`config.mk`:
```
export PLATFORM = sky130hd
export DESIGN_NAME = counter_load_arbiter
export DESIGN_NICKNAME = d
export VERILOG_FILES = /design/src/rtl/counter_ctrl_pkg.sv /design/src/rtl/rr_arbiter.sv /design/src/rtl/counter_load_arbiter.sv
export SDC_FILE = /design/constraint.sdc
export NUM_CORES = 1
export LEC_CHECK = 0
export BUFFER_PORTS_ARGS = -buffer_cell sky130_fd_sc_hd__buf_2
export CORE_MARGIN = 2
export CORE_UTILIZATION = 59
export CTS_BUF_LIST = sky130_fd_sc_hd__clkbuf_8
export DETAILED_ROUTE_END_ITERATION = 6
export PLACE_DENSITY = 0.94
export SLEW_MARGIN = 0
export SYNTH_ARGS = -nofsm -noshare
export SYNTH_HDL_FRONTEND = slang
export SYNTH_SLANG_ARGS = --single-unit
```
`constraint.sdc`:
```
create_clock -name clk -period 4.8 [get_ports clk]
set_input_delay 0.72 -clock clk [delete_from_list [all_inputs] [get_ports clk]]
set_output_delay 0.72 -clock clk [all_outputs]
set_load 0.005 [all_outputs]
```
`src/rtl/counter_ctrl_pkg.sv`:
```
// counter_ctrl_pkg: state encoding, default widths and index helper shared by the
// counter load arbiter and its round-robin picker.
package counter_ctrl_pkg;
  typedef enum logic [1:0] {IDLE, GRANT, CHECK, HOLD} ctrl_state_e;
  localparam int DEF_DATA_W = 4;
  localparam int DEF_MOD_N = 10;
  function automatic int next_idx(input int idx, input int n);
    return (idx + 1) % n;
  endfunction
endpackage

```
`src/rtl/rr_arbiter.sv`:
```
// rr_arbiter: combinational round-robin pick, searching upward from ptr with wrap.
module rr_arbiter #(
  parameter int N = 4,
  localparam int IW = $clog2(N)
) (
  input  logic [N-1:0]  req,
  input  logic [IW-1:0] ptr,
  output logic [N-1:0]  gnt,
  output logic [IW-1:0] gnt_id
);
  function automatic logic [IW-1:0] rot(input logic [IW-1:0] p, input int i);
    return IW'((int'(p) + i) % N);
  endfunction
  // Walk from the far end back to ptr so the closest requester wins.
  always_comb begin
    gnt = '0;
    gnt_id = '0;
    for (int i = N - 1; i >= 0; i--)
      if (req[rot(ptr, i)]) begin
        gnt = '0;
        gnt[rot(ptr, i)] = 1'b1;
        gnt_id = rot(ptr, i);
      end
  end
endmodule

```
`src/rtl/counter_load_arbiter.sv`:
```
// counter_load_arbiter: round-robin sharing of the mod-N counter load port, with
// one-cycle load pulses, readback check and a programmable hold-off between grants.
module counter_load_arbiter import counter_ctrl_pkg::*; #(
  parameter int NUM_REQ = 4,
  parameter int DATA_W = DEF_DATA_W,
  parameter int MOD_N = DEF_MOD_N,
  parameter int HOLD_CYC = 2,
  localparam int IW = $clog2(NUM_REQ)
) (
  input  logic                           clk,
  input  logic                           reset_n,
  input  logic [NUM_REQ-1:0]             req_valid,
  input  logic [NUM_REQ-1:0][DATA_W-1:0] req_data,
  output logic [NUM_REQ-1:0]             req_ready,
  output logic                           cnt_load,
  output logic [DATA_W-1:0]              cnt_load_data,
  input  logic [DATA_W-1:0]              cnt_count,
  output logic                           done_valid,
  output logic                           done_err,
  output logic [IW-1:0]                  done_id
);
  localparam int HW = HOLD_CYC > 1 ? $clog2(HOLD_CYC) : 1;
  localparam logic [HW-1:0] HOLD_INIT = HW'(HOLD_CYC > 0 ? HOLD_CYC - 1 : 0);
  ctrl_state_e state_q, state_d;
  logic [IW-1:0] ptr_q, ptr_d, id_q, id_d, done_id_q, done_id_d, gnt_id;
  logic [DATA_W-1:0] data_q, data_d, load_data_q, load_data_d, sel_data;
  logic [HW-1:0] hold_q, hold_d;
  logic [NUM_REQ-1:0] ready_q, ready_d, gnt;
  logic load_q, load_d, dv_q, dv_d, de_q, de_d;
  logic arb_ok, sel_ok, data_ok;
  rr_arbiter #(.N(NUM_REQ)) u_rr (
    .req    (req_valid),
    .ptr    (ptr_q),
    .gnt    (gnt),
    .gnt_id (gnt_id)
  );
  assign sel_data = req_data[gnt_id];
  assign sel_ok = int'(sel_data) < MOD_N;
  assign data_ok = int'(data_q) < MOD_N;
  // The cycle that ends the enforced gap also arbitrates, so grants land exactly 2+HOLD_CYC apart.
  assign arb_ok = state_q == IDLE || (state_q == CHECK && HOLD_CYC == 0) ||
                  (state_q == HOLD && hold_q == '0);
  always_comb begin
    state_d = state_q;
    ptr_d = ptr_q;
    id_d = id_q;
    data_d = data_q;
    hold_d = hold_q;
    ready_d = '0;
    load_d = 1'b0;
    load_data_d = '0;
    dv_d = 1'b0;
    de_d = 1'b0;
    done_id_d = done_id_q;
    if (state_q == GRANT) begin
      ptr_d = IW'(next_idx(int'(id_q), NUM_REQ));
      hold_d = HOLD_INIT;
      state_d = data_ok ? CHECK : (HOLD_CYC == 0 ? IDLE : HOLD);
      dv_d = data_ok;
      done_id_d = id_q;
    end else if (state_q == CHECK) begin
      hold_d = HOLD_INIT;
      state_d = HOLD_CYC == 0 ? IDLE : HOLD;
    end else if (state_q == HOLD) begin
      hold_d = hold_q == '0 ? hold_q : hold_q - 1'b1;
      state_d = hold_q == '0 ? IDLE : HOLD;
    end
    if (arb_ok && |req_valid) begin
      state_d = GRANT;
      id_d = gnt_id;
      data_d = sel_data;
      ready_d = gnt;
      load_d = sel_ok;
      load_data_d = sel_ok ? sel_data : '0;
      dv_d = !sel_ok;
      de_d = !sel_ok;
      done_id_d = gnt_id;
    end
  end
  always_ff @(posedge clk or negedge reset_n)
    if (!reset_n) begin
      state_q <= IDLE;
      ptr_q <= '0;
      id_q <= '0;
      data_q <= '0;
      hold_q <= '0;
      ready_q <= '0;
      load_q <= 1'b0;
      load_data_q <= '0;
      dv_q <= 1'b0;
      de_q <= 1'b0;
      done_id_q <= '0;
    end else begin
      state_q <= state_d;
      ptr_q <= ptr_d;
      id_q <= id_d;
      data_q <= data_d;
      hold_q <= hold_d;
      ready_q <= ready_d;
      load_q <= load_d;
      load_data_q <= load_data_d;
      dv_q <= dv_d;
      de_q <= de_d;
      done_id_q <= done_id_d;
    end
  assign req_ready = ready_q;
  assign cnt_load = load_q;
  assign cnt_load_data = load_data_q;
  assign done_valid = dv_q;
  assign done_id = done_id_q;
  // Readback can only be judged once the counter has taken the load, i.e. during CHECK itself.
  assign done_err = de_q | (state_q == CHECK && cnt_count != data_q);
endmodule

```
==> impl_summary.log, run 1 <==
[metrics] outcome: finished clean
[metrics] number of antenna violations at the first check in global routing: 0
[metrics] most numerous cell in the Yosys netlist: sky130_fd_sc_hd__dfrtp_1
[metrics] largest net degree at the start of global routing: 25
[metrics] post-synthesis cell type with the largest combined area: sky130_fd_sc_hd__dfrtp_1
[metrics] type of element capturing the critical path: flop
[metrics] net count of the finished layout: 238
[metrics] root buffer cell: sky130_fd_sc_hd__clkbuf_8
[metrics] final critical path time including I/O delays and setup: 3.15 ns
[metrics] number of cells produced by synthesis: 162
[metrics] sequential fraction of the synthesis area: 37.3%
[metrics] number of buffers on the longest clock path: 2
[metrics] wire length on met1: 1.52 mm
[metrics] cts hold-fix bufs: 0
[metrics] Peak VDD IR: 0.517 mV
[metrics] number of cells in the design after placement: 224
[metrics] Via Count: 1,393
[metrics] clock tree from TritonCTS: yes
[metrics] total area of sequential cells: 601 um2
[metrics] RSZ-0062 raised after global routing: no
[metrics] Max Cap Violations: 0
[metrics] hpwl dp: 2.74 mm
[metrics] number of global-route vias before repair: 1,353
[metrics] CP Class: flop to flop
[metrics] post-synthesis cell type count: 40
[metrics] endpoint required time on the critical path: 4.97 ns
[metrics] clock net sink count: 24
[metrics] Initial Utilization: 63.8%
[metrics] weighted congestion at the end of routability-driven global placement: 0.878
[metrics] final-report hold violation count: 0
[metrics] Site Rows: 18
[metrics] wire length of the first global-routing pass: 6.11 mm
[metrics] portion of the clock cycle consumed by the worst path in the final layout: 65.6%
[metrics] routed via count divided by cell count: 6.11
[metrics] count of cells resized by post-cts repair: 0
[metrics] chip width: 56.2 um
[metrics] buffers inserted by post-CTS timing repair: 0
[metrics] Net Count, Synth: 201
[metrics] antenna viol nets, final: 0
[metrics] async set-reset flop share out of synthesis: 100%
[metrics] wire per inst: 15.9 um
[metrics] share of Yosys cell area claimed by the top area cell type: 37.3%
[metrics] Leak: 0.942 nW
[metrics] routed wire length on met3: 243 um
[metrics] layout-stage area growth over the synthesis result: 16.6%
[metrics] signal arrival time at the worst endpoint: 3.32 ns
[metrics] main flop type after synthesis: sky130_fd_sc_hd__dfrtp_1
[metrics] area of the mapped netlist: 0.00161 mm2
[metrics] WL met2: 1.79 mm
[metrics] total of buffers placed on input and output ports: 38
[metrics] transition time of the tightest slew-check pin: 0.550 ns
[metrics] post-CTS clock slew at the launch and capture registers of the worst setup and hold paths: 0.09 ns
[metrics] wire length reported by the detailed router: 3.62 mm
[metrics] number of flops mapped to enable cells by yosys: 0
[metrics] 1st-iter DRT viols: 36
[metrics] top area cells in the synthesized netlist: sky130_fd_sc_hd__dfrtp_1, sky130_fd_sc_hd__ha_1, sky130_fd_sc_hd__mux2i_1
[metrics] pwr dens: 734 mW/mm2
[metrics] biggest fanout along the worst timing path: 14
[metrics] area taken by multi-input logic gates: 946 um2
[metrics] total overflow reported by the global router: 0
[metrics] total die area: 0.00316 mm2
[metrics] uppermost metal layer occupied by signal nets: met4
[metrics] number of top-level design ports: 39
[metrics] class of the tightest hold or removal check: input pin to asynchronous set/reset pin
[metrics] Slew headroom: 63.3%
[metrics] share of cells above drive strength 1: 29.3%
[metrics] placeable core region: 0.00252 mm2
[metrics] overall routing resource usage: 24.3%
[metrics] FMAX: 317 MHz
[metrics] Cell Count, Final, Fillers Out: 228
[metrics] post-synthesis average cell area: 9.93 um2
[metrics] ranking of synthesized cells by instance count: sky130_fd_sc_hd__dfrtp_1, sky130_fd_sc_hd__nor2_1, sky130_fd_sc_hd__nand2_1
[metrics] Setup TNS: 0 ns
[metrics] later-pin clock latency in the skew report: 0.27 ns
[metrics] first-pass detailed-route iteration total: 5
[metrics] Clock Skews: 0.00380 ns
[metrics] DRC errors left: 0
[metrics] CP Launch Type: flop
[metrics] number of failing setup endpoints in the final timing report: 0
[metrics] total clock buffers created by CTS: 3
[metrics] Die Ht: 56.2 um
[metrics] diodes inserted: 0
[metrics] final worst hold slack: 0.413 ns
[metrics] #FFs+latches synth: 24
[metrics] Pins Over Slew Limit: 0
[metrics] depth of the CTS H-tree: 1
[metrics] count of fill cells added during filler insertion: 181
[metrics] Syn. warnings: 0
==> final timing paths <==
path,to,cells after the start,start,slack [ns]
max in group asynchronous,data_q[3],1,reset_n,4.04
max,done_valid,9,ptr_q[0],1.65
min in group clk,done_id[0],1,done_id[0],0.51
min,cnt_load_data[2],1,reset_n,0.41
max reg2reg,done_valid,9,ptr_q[0],1.65
min reg2reg,done_id[0],1,done_id[0],0.51
==> logic make-up after synthesis <==
logic type               share of synthesized area, %
buffers and inverters                            3.89
multiplexers                                     12.8
flip-flops                                       37.3
AO/OA/AOI/OAI                                    21.6
XOR/XNOR                                         2.72
AND/OR/NAND/NOR                                  11.5
adder cells (fa/ha/maj)                          10.1
==> layout by cell type, fill, tap and decap left out, drive strengths merged, types with 2 or more instances in the layout <==
master,synthesis,final
buf,4,39
dfrtp,24,24
nor2,21,21
nand2,18,18
ha,13,13
mux2i,9,9
a21oi,9,9
o21ai,6,6
o2bb2ai,6,6
mux2,6,6
inv,6,6
xnor2,5,5
a22oi,4,4
a211oi,4,4
clkbuf,3,3
o21a,2,2
mux4,2,2
a221o,2,2
a221oi,2,2
a21o,2,2
a211o,2,2
==> power by group <==
part | internal (mW) | leakage, nW | switching [mW] | total, mW
Clock | 0.112 | 0.0357 | 0.0660 | 0.178
Combinational | 0.354 | 0.604 | 0.466 | 0.821
Sequential | 0.297 | 0.302 | 0.0804 | 0.378
Total | 0.763 | 0.942 | 0.613 | 1.38
==> state kept, by name, indices dropped and copies added, names as in the netlist <==
signal	count
req_ready	4
done_valid	1
hold_q	1
ptr_q	2
done_id	2
state_q	2
cnt_load	1
id_q	2
data_q	4
cnt_load_data	4
de_q	1
==> worst max-delay path: stages (launching register included) <==
cell and delay, ns:
sky130_fd_sc_hd__dfrtp_1 0.70, sky130_fd_sc_hd__inv_2 0.19, sky130_fd_sc_hd__ha_1 0.43, sky130_fd_sc_hd__mux2i_1 0.33, sky130_fd_sc_hd__mux2_4 0.28, sky130_fd_sc_hd__o31ai_2 0.10, sky130_fd_sc_hd__a21oi_4 0.25, sky130_fd_sc_hd__mux2i_1 0.42
sky130_fd_sc_hd__a21oi_2 0.14, sky130_fd_sc_hd__a21o_1 0.20
==> stage by stage <==
stage	worst slack, ns	instance area (um2)	util, %	power [mW]
floorplan	2.17	1610	-	0.980
global placement	1.91	1800	71.5	1.12
detailed placement	1.69	1800	71.5	1.19
CTS	1.68	1880	74.4	1.37
global route	1.39	1880	74.4	1.48
finish	1.65	1880	74.4	1.38
==> routing by layer <==
layer	global-route usage, %	vias to the layer above
met5	0	-
met4	6.12	0
met3	5.81	10
met2	41.5	62
met1	30.8	662
li1	-	659
==> final cells by class <==
class | instances | area share, %
Multi-Input combinational cell | 125 | 50.4
Sequential cell | 24 | 32.0
Timing Repair Buffer | 39 | 10.5
Clock buffer | 3 | 2.20
Tap cell | 30 | 2.00
Clock inverter | 1 | 1.60
Inverter | 6 | 1.20
(Power assumes the default switching activity.)
==> inputs of run 2 (changes only) <==
Settings changed: CORE_UTILIZATION 59 to 55, PLACE_DENSITY 0.94 to 0.89.
Clock period 4.8 ns to 3.1 ns, I/O delays scaled along.
==> run 2 against run 1 <==
  * Via count is 0.14% lower
  * Highest routed layer unchanged
  * Utilization shrank 5.7 points
  * Cell area up 0.93%
  * Combinational power rose by 62%
  * Sequential share of layout area down 0.23 points
  * Clock skew down 0.0012 ns
  * Die area up 6.8%
  * Wire length grew 0.25%
  * Critical path depth unchanged
==> impl_summary.log, run 2 (synthesis gave the netlist of run 1 again) <==
[metrics] outcome: finished clean
[metrics] total clock buffers created by CTS: 3 (unchanged)
[metrics] buffers inserted by post-CTS timing repair: 0 (unchanged)
[metrics] diodes inserted: 0 (unchanged)
[metrics] Setup TNS: 0 ns (unchanged)
[metrics] FMAX: 354 MHz (+11%)
[metrics] net count of the finished layout: 239 (+0.42%)
[metrics] layout-stage area growth over the synthesis result: 17.7%
[metrics] signal arrival time at the worst endpoint: 2.99 ns (-0.33 ns)
[metrics] CP Class: flop to flop
[metrics] count of fill cells added during filler insertion: 199 (+9.9%)
[metrics] number of top-level design ports: 39 (unchanged)
[metrics] cts hold-fix bufs: 0 (unchanged)
[metrics] type of element capturing the critical path: flop
[metrics] Die Ht: 58.1 um (+3.3%)
[metrics] depth of the CTS H-tree: 1 (unchanged)
[metrics] biggest fanout along the worst timing path: 10 (-4)
[metrics] RSZ-0062 raised after global routing: no
[metrics] routed via count divided by cell count: 6.05 (-1.0%)
[metrics] number of global-route vias before repair: 1,335 (-1.3%)
[metrics] most used cells in the layout excluding fill and tap cells: sky130_fd_sc_hd__buf_2, sky130_fd_sc_hd__dfrtp_1, sky130_fd_sc_hd__nor2_1, sky130_fd_sc_hd__nand2_1, sky130_fd_sc_hd__ha_1
[metrics] placeable core region: 0.00276 mm2 (+9.3%)
[metrics] Clock Skews: 0.00260 ns (-0.00120 ns)
[metrics] hpwl dp: 2.72 mm (-0.82%)
[metrics] final-report hold violation count: 0 (unchanged)
[metrics] Initial Utilization: 58.3% (-5.4 points)
[metrics] Leak: 0.943 nW (about the same)
[metrics] Peak VDD IR: 1.02 mV (+98%)
[metrics] later-pin clock latency in the skew report: 0.27 ns (about the same)
[metrics] share of cells above drive strength 1: 31.2% (+1.9 points)
[metrics] reg2reg setup slack: 0.27 ns (-1.38 ns)
[metrics] endpoint required time on the critical path: 3.26 ns (-1.71 ns)
[metrics] DRC errors left: 0 (unchanged)
[metrics] Pins Over Slew Limit: 0 (unchanged)
[metrics] clock tree from TritonCTS: yes
[metrics] final worst hold slack: 0.163 ns (-0.250 ns)
[metrics] transition time of the tightest slew-check pin: 0.523 ns (-0.0270 ns)
[metrics] weighted congestion at the end of routability-driven global placement: 0.945 (+7.5%)
[metrics] pwr dens: 1140 mW/mm2 (+55%)
[metrics] root buffer cell: sky130_fd_sc_hd__clkbuf_8
[metrics] Via Count: 1,391 (-0.14%)
[metrics] post-CTS clock slew at the launch and capture registers of the worst setup and hold paths: 0.08 ns (about the same)
[metrics] total die area: 0.00337 mm2 (+6.8%)
[metrics] capture instance of the worst register-to-register path: done_valid
[metrics] total of buffers placed on input and output ports: 38 (unchanged)
[metrics] 1st-iter DRT viols: 61 (+69%)
[metrics] number of antenna violations at the first check in global routing: 0 (unchanged)
[metrics] chip width: 58.1 um (+3.3%)
[metrics] largest net degree at the start of global routing: 25 (unchanged)
[metrics] Site Rows: 19 (+1)
[metrics] wire per inst: 15.8 um (-0.62%)
[metrics] class of the tightest hold or removal check: input pin to asynchronous set/reset pin
[metrics] number of failing setup endpoints in the final timing report: 0 (unchanged)
[metrics] Slew headroom: 65.1% (+1.8 points)
[metrics] depth of the most critical reg-to-reg path: 9 (unchanged)
[metrics] CP Launch Type: flop
[metrics] final critical path time including I/O delays and setup: 2.83 ns (-0.323 ns)
[metrics] wire length of the first global-routing pass: 5.83 mm (-4.5%)
[metrics] number of buffers on the longest clock path: 2 (unchanged)
[metrics] portion of the clock cycle consumed by the worst path in the final layout: 91.2% (+26 points)
[metrics] leading cell type in the layout, fill and taps excluded: sky130_fd_sc_hd__buf_2
[metrics] overall routing resource usage: 22.8% (-1.5 points)
[metrics] first-pass detailed-route iteration total: 5 (unchanged)
[metrics] launch instance of the worst register-to-register path: ptr_q[1]
[metrics] Max Cap Violations: 0 (unchanged)
[metrics] wire length reported by the detailed router: 3.63 mm (+0.25%)
[metrics] total overflow reported by the global router: 0 (unchanged)
[metrics] antenna viol nets, final: 0 (unchanged)
[metrics] clock net sink count: 24 (unchanged)
[run 2: worst max-delay path by stage]
stage	startpoint	endpoint	slack (ns)	cells past startpoint
after floorplan	ptr_q[0]	done_valid	0.47	10
after global placement	ptr_q[1]	done_valid	0.39	9
after detailed placement	ptr_q[1]	done_valid	0.20	9
after CTS	ptr_q[1]	done_valid	0.17	9
after global routing	ptr_q[1]	done_valid	0.09	9
final	ptr_q[1]	done_valid	0.27	9
[run 2: cell type report]
cell class                      count  area [um2]  share of cell area [%]
Clock buffer                        3        41.3                    2.18
Clock inverter                      1        30.0                    1.59
Inverter                            6        22.5                    1.19
Multi-Input combinational cell    125         953                    50.4
Sequential cell                    24         602                    31.8
Tap cell                           31        38.8                    2.05
Timing Repair Buffer               40         205                    10.8
[run 2: metal layers]
| metal | vias to the layer above | GRT usage, % | wire, um |
|---|---|---|---|
| li1 | 659 | - | - |
| met1 | 661 | 26.2 | 1510 |
| met2 | 63 | 39.3 | 1790 |
| met3 | 8 | 6.70 | 261 |
| met4 | 0 | 9.97 | 72 |
| met5 | - | 0 | 0 |
[run 2: worst max-delay path: stages, from the launching register on]
cell and delay (ns):
sky130_fd_sc_hd__dfrtp_2 0.48, sky130_fd_sc_hd__inv_2 0.13, sky130_fd_sc_hd__ha_1 0.39, sky130_fd_sc_hd__mux2i_1 0.36, sky130_fd_sc_hd__mux2_4 0.28, sky130_fd_sc_hd__o31ai_2 0.10, sky130_fd_sc_hd__a21oi_4 0.28, sky130_fd_sc_hd__mux2i_1 0.40
sky130_fd_sc_hd__a21oi_2 0.11, sky130_fd_sc_hd__a21o_1 0.19
[run 2: timing repair]
item                                   4_1_cts  5_1_grt
setup endpoints to repair                    0        5
endpoints found under the hold margin        0        0
gates resized for setup                      0        3
[run 2: metrics by stage]
step / setup slack (ns) / total power, mW / util, % / area, um2 / std cells
floorplan: 0.471 / 1.52 / - / 1610 / 162
global placement: 0.388 / 1.75 / 65.7 / 1810 / 226
detailed placement: 0.197 / 1.84 / 65.7 / 1810 / 226
CTS: 0.170 / 2.12 / 68.3 / 1880 / 230
global route: 0.0886 / 2.32 / 68.6 / 1890 / 230
finish: 0.273 / 2.16 / 68.6 / 1890 / 230
[run 2: where the power goes]
part	switching [mW]	internal, mW
clock network	0.101	0.173
logic	0.756	0.570
registers	0.0946	0.462
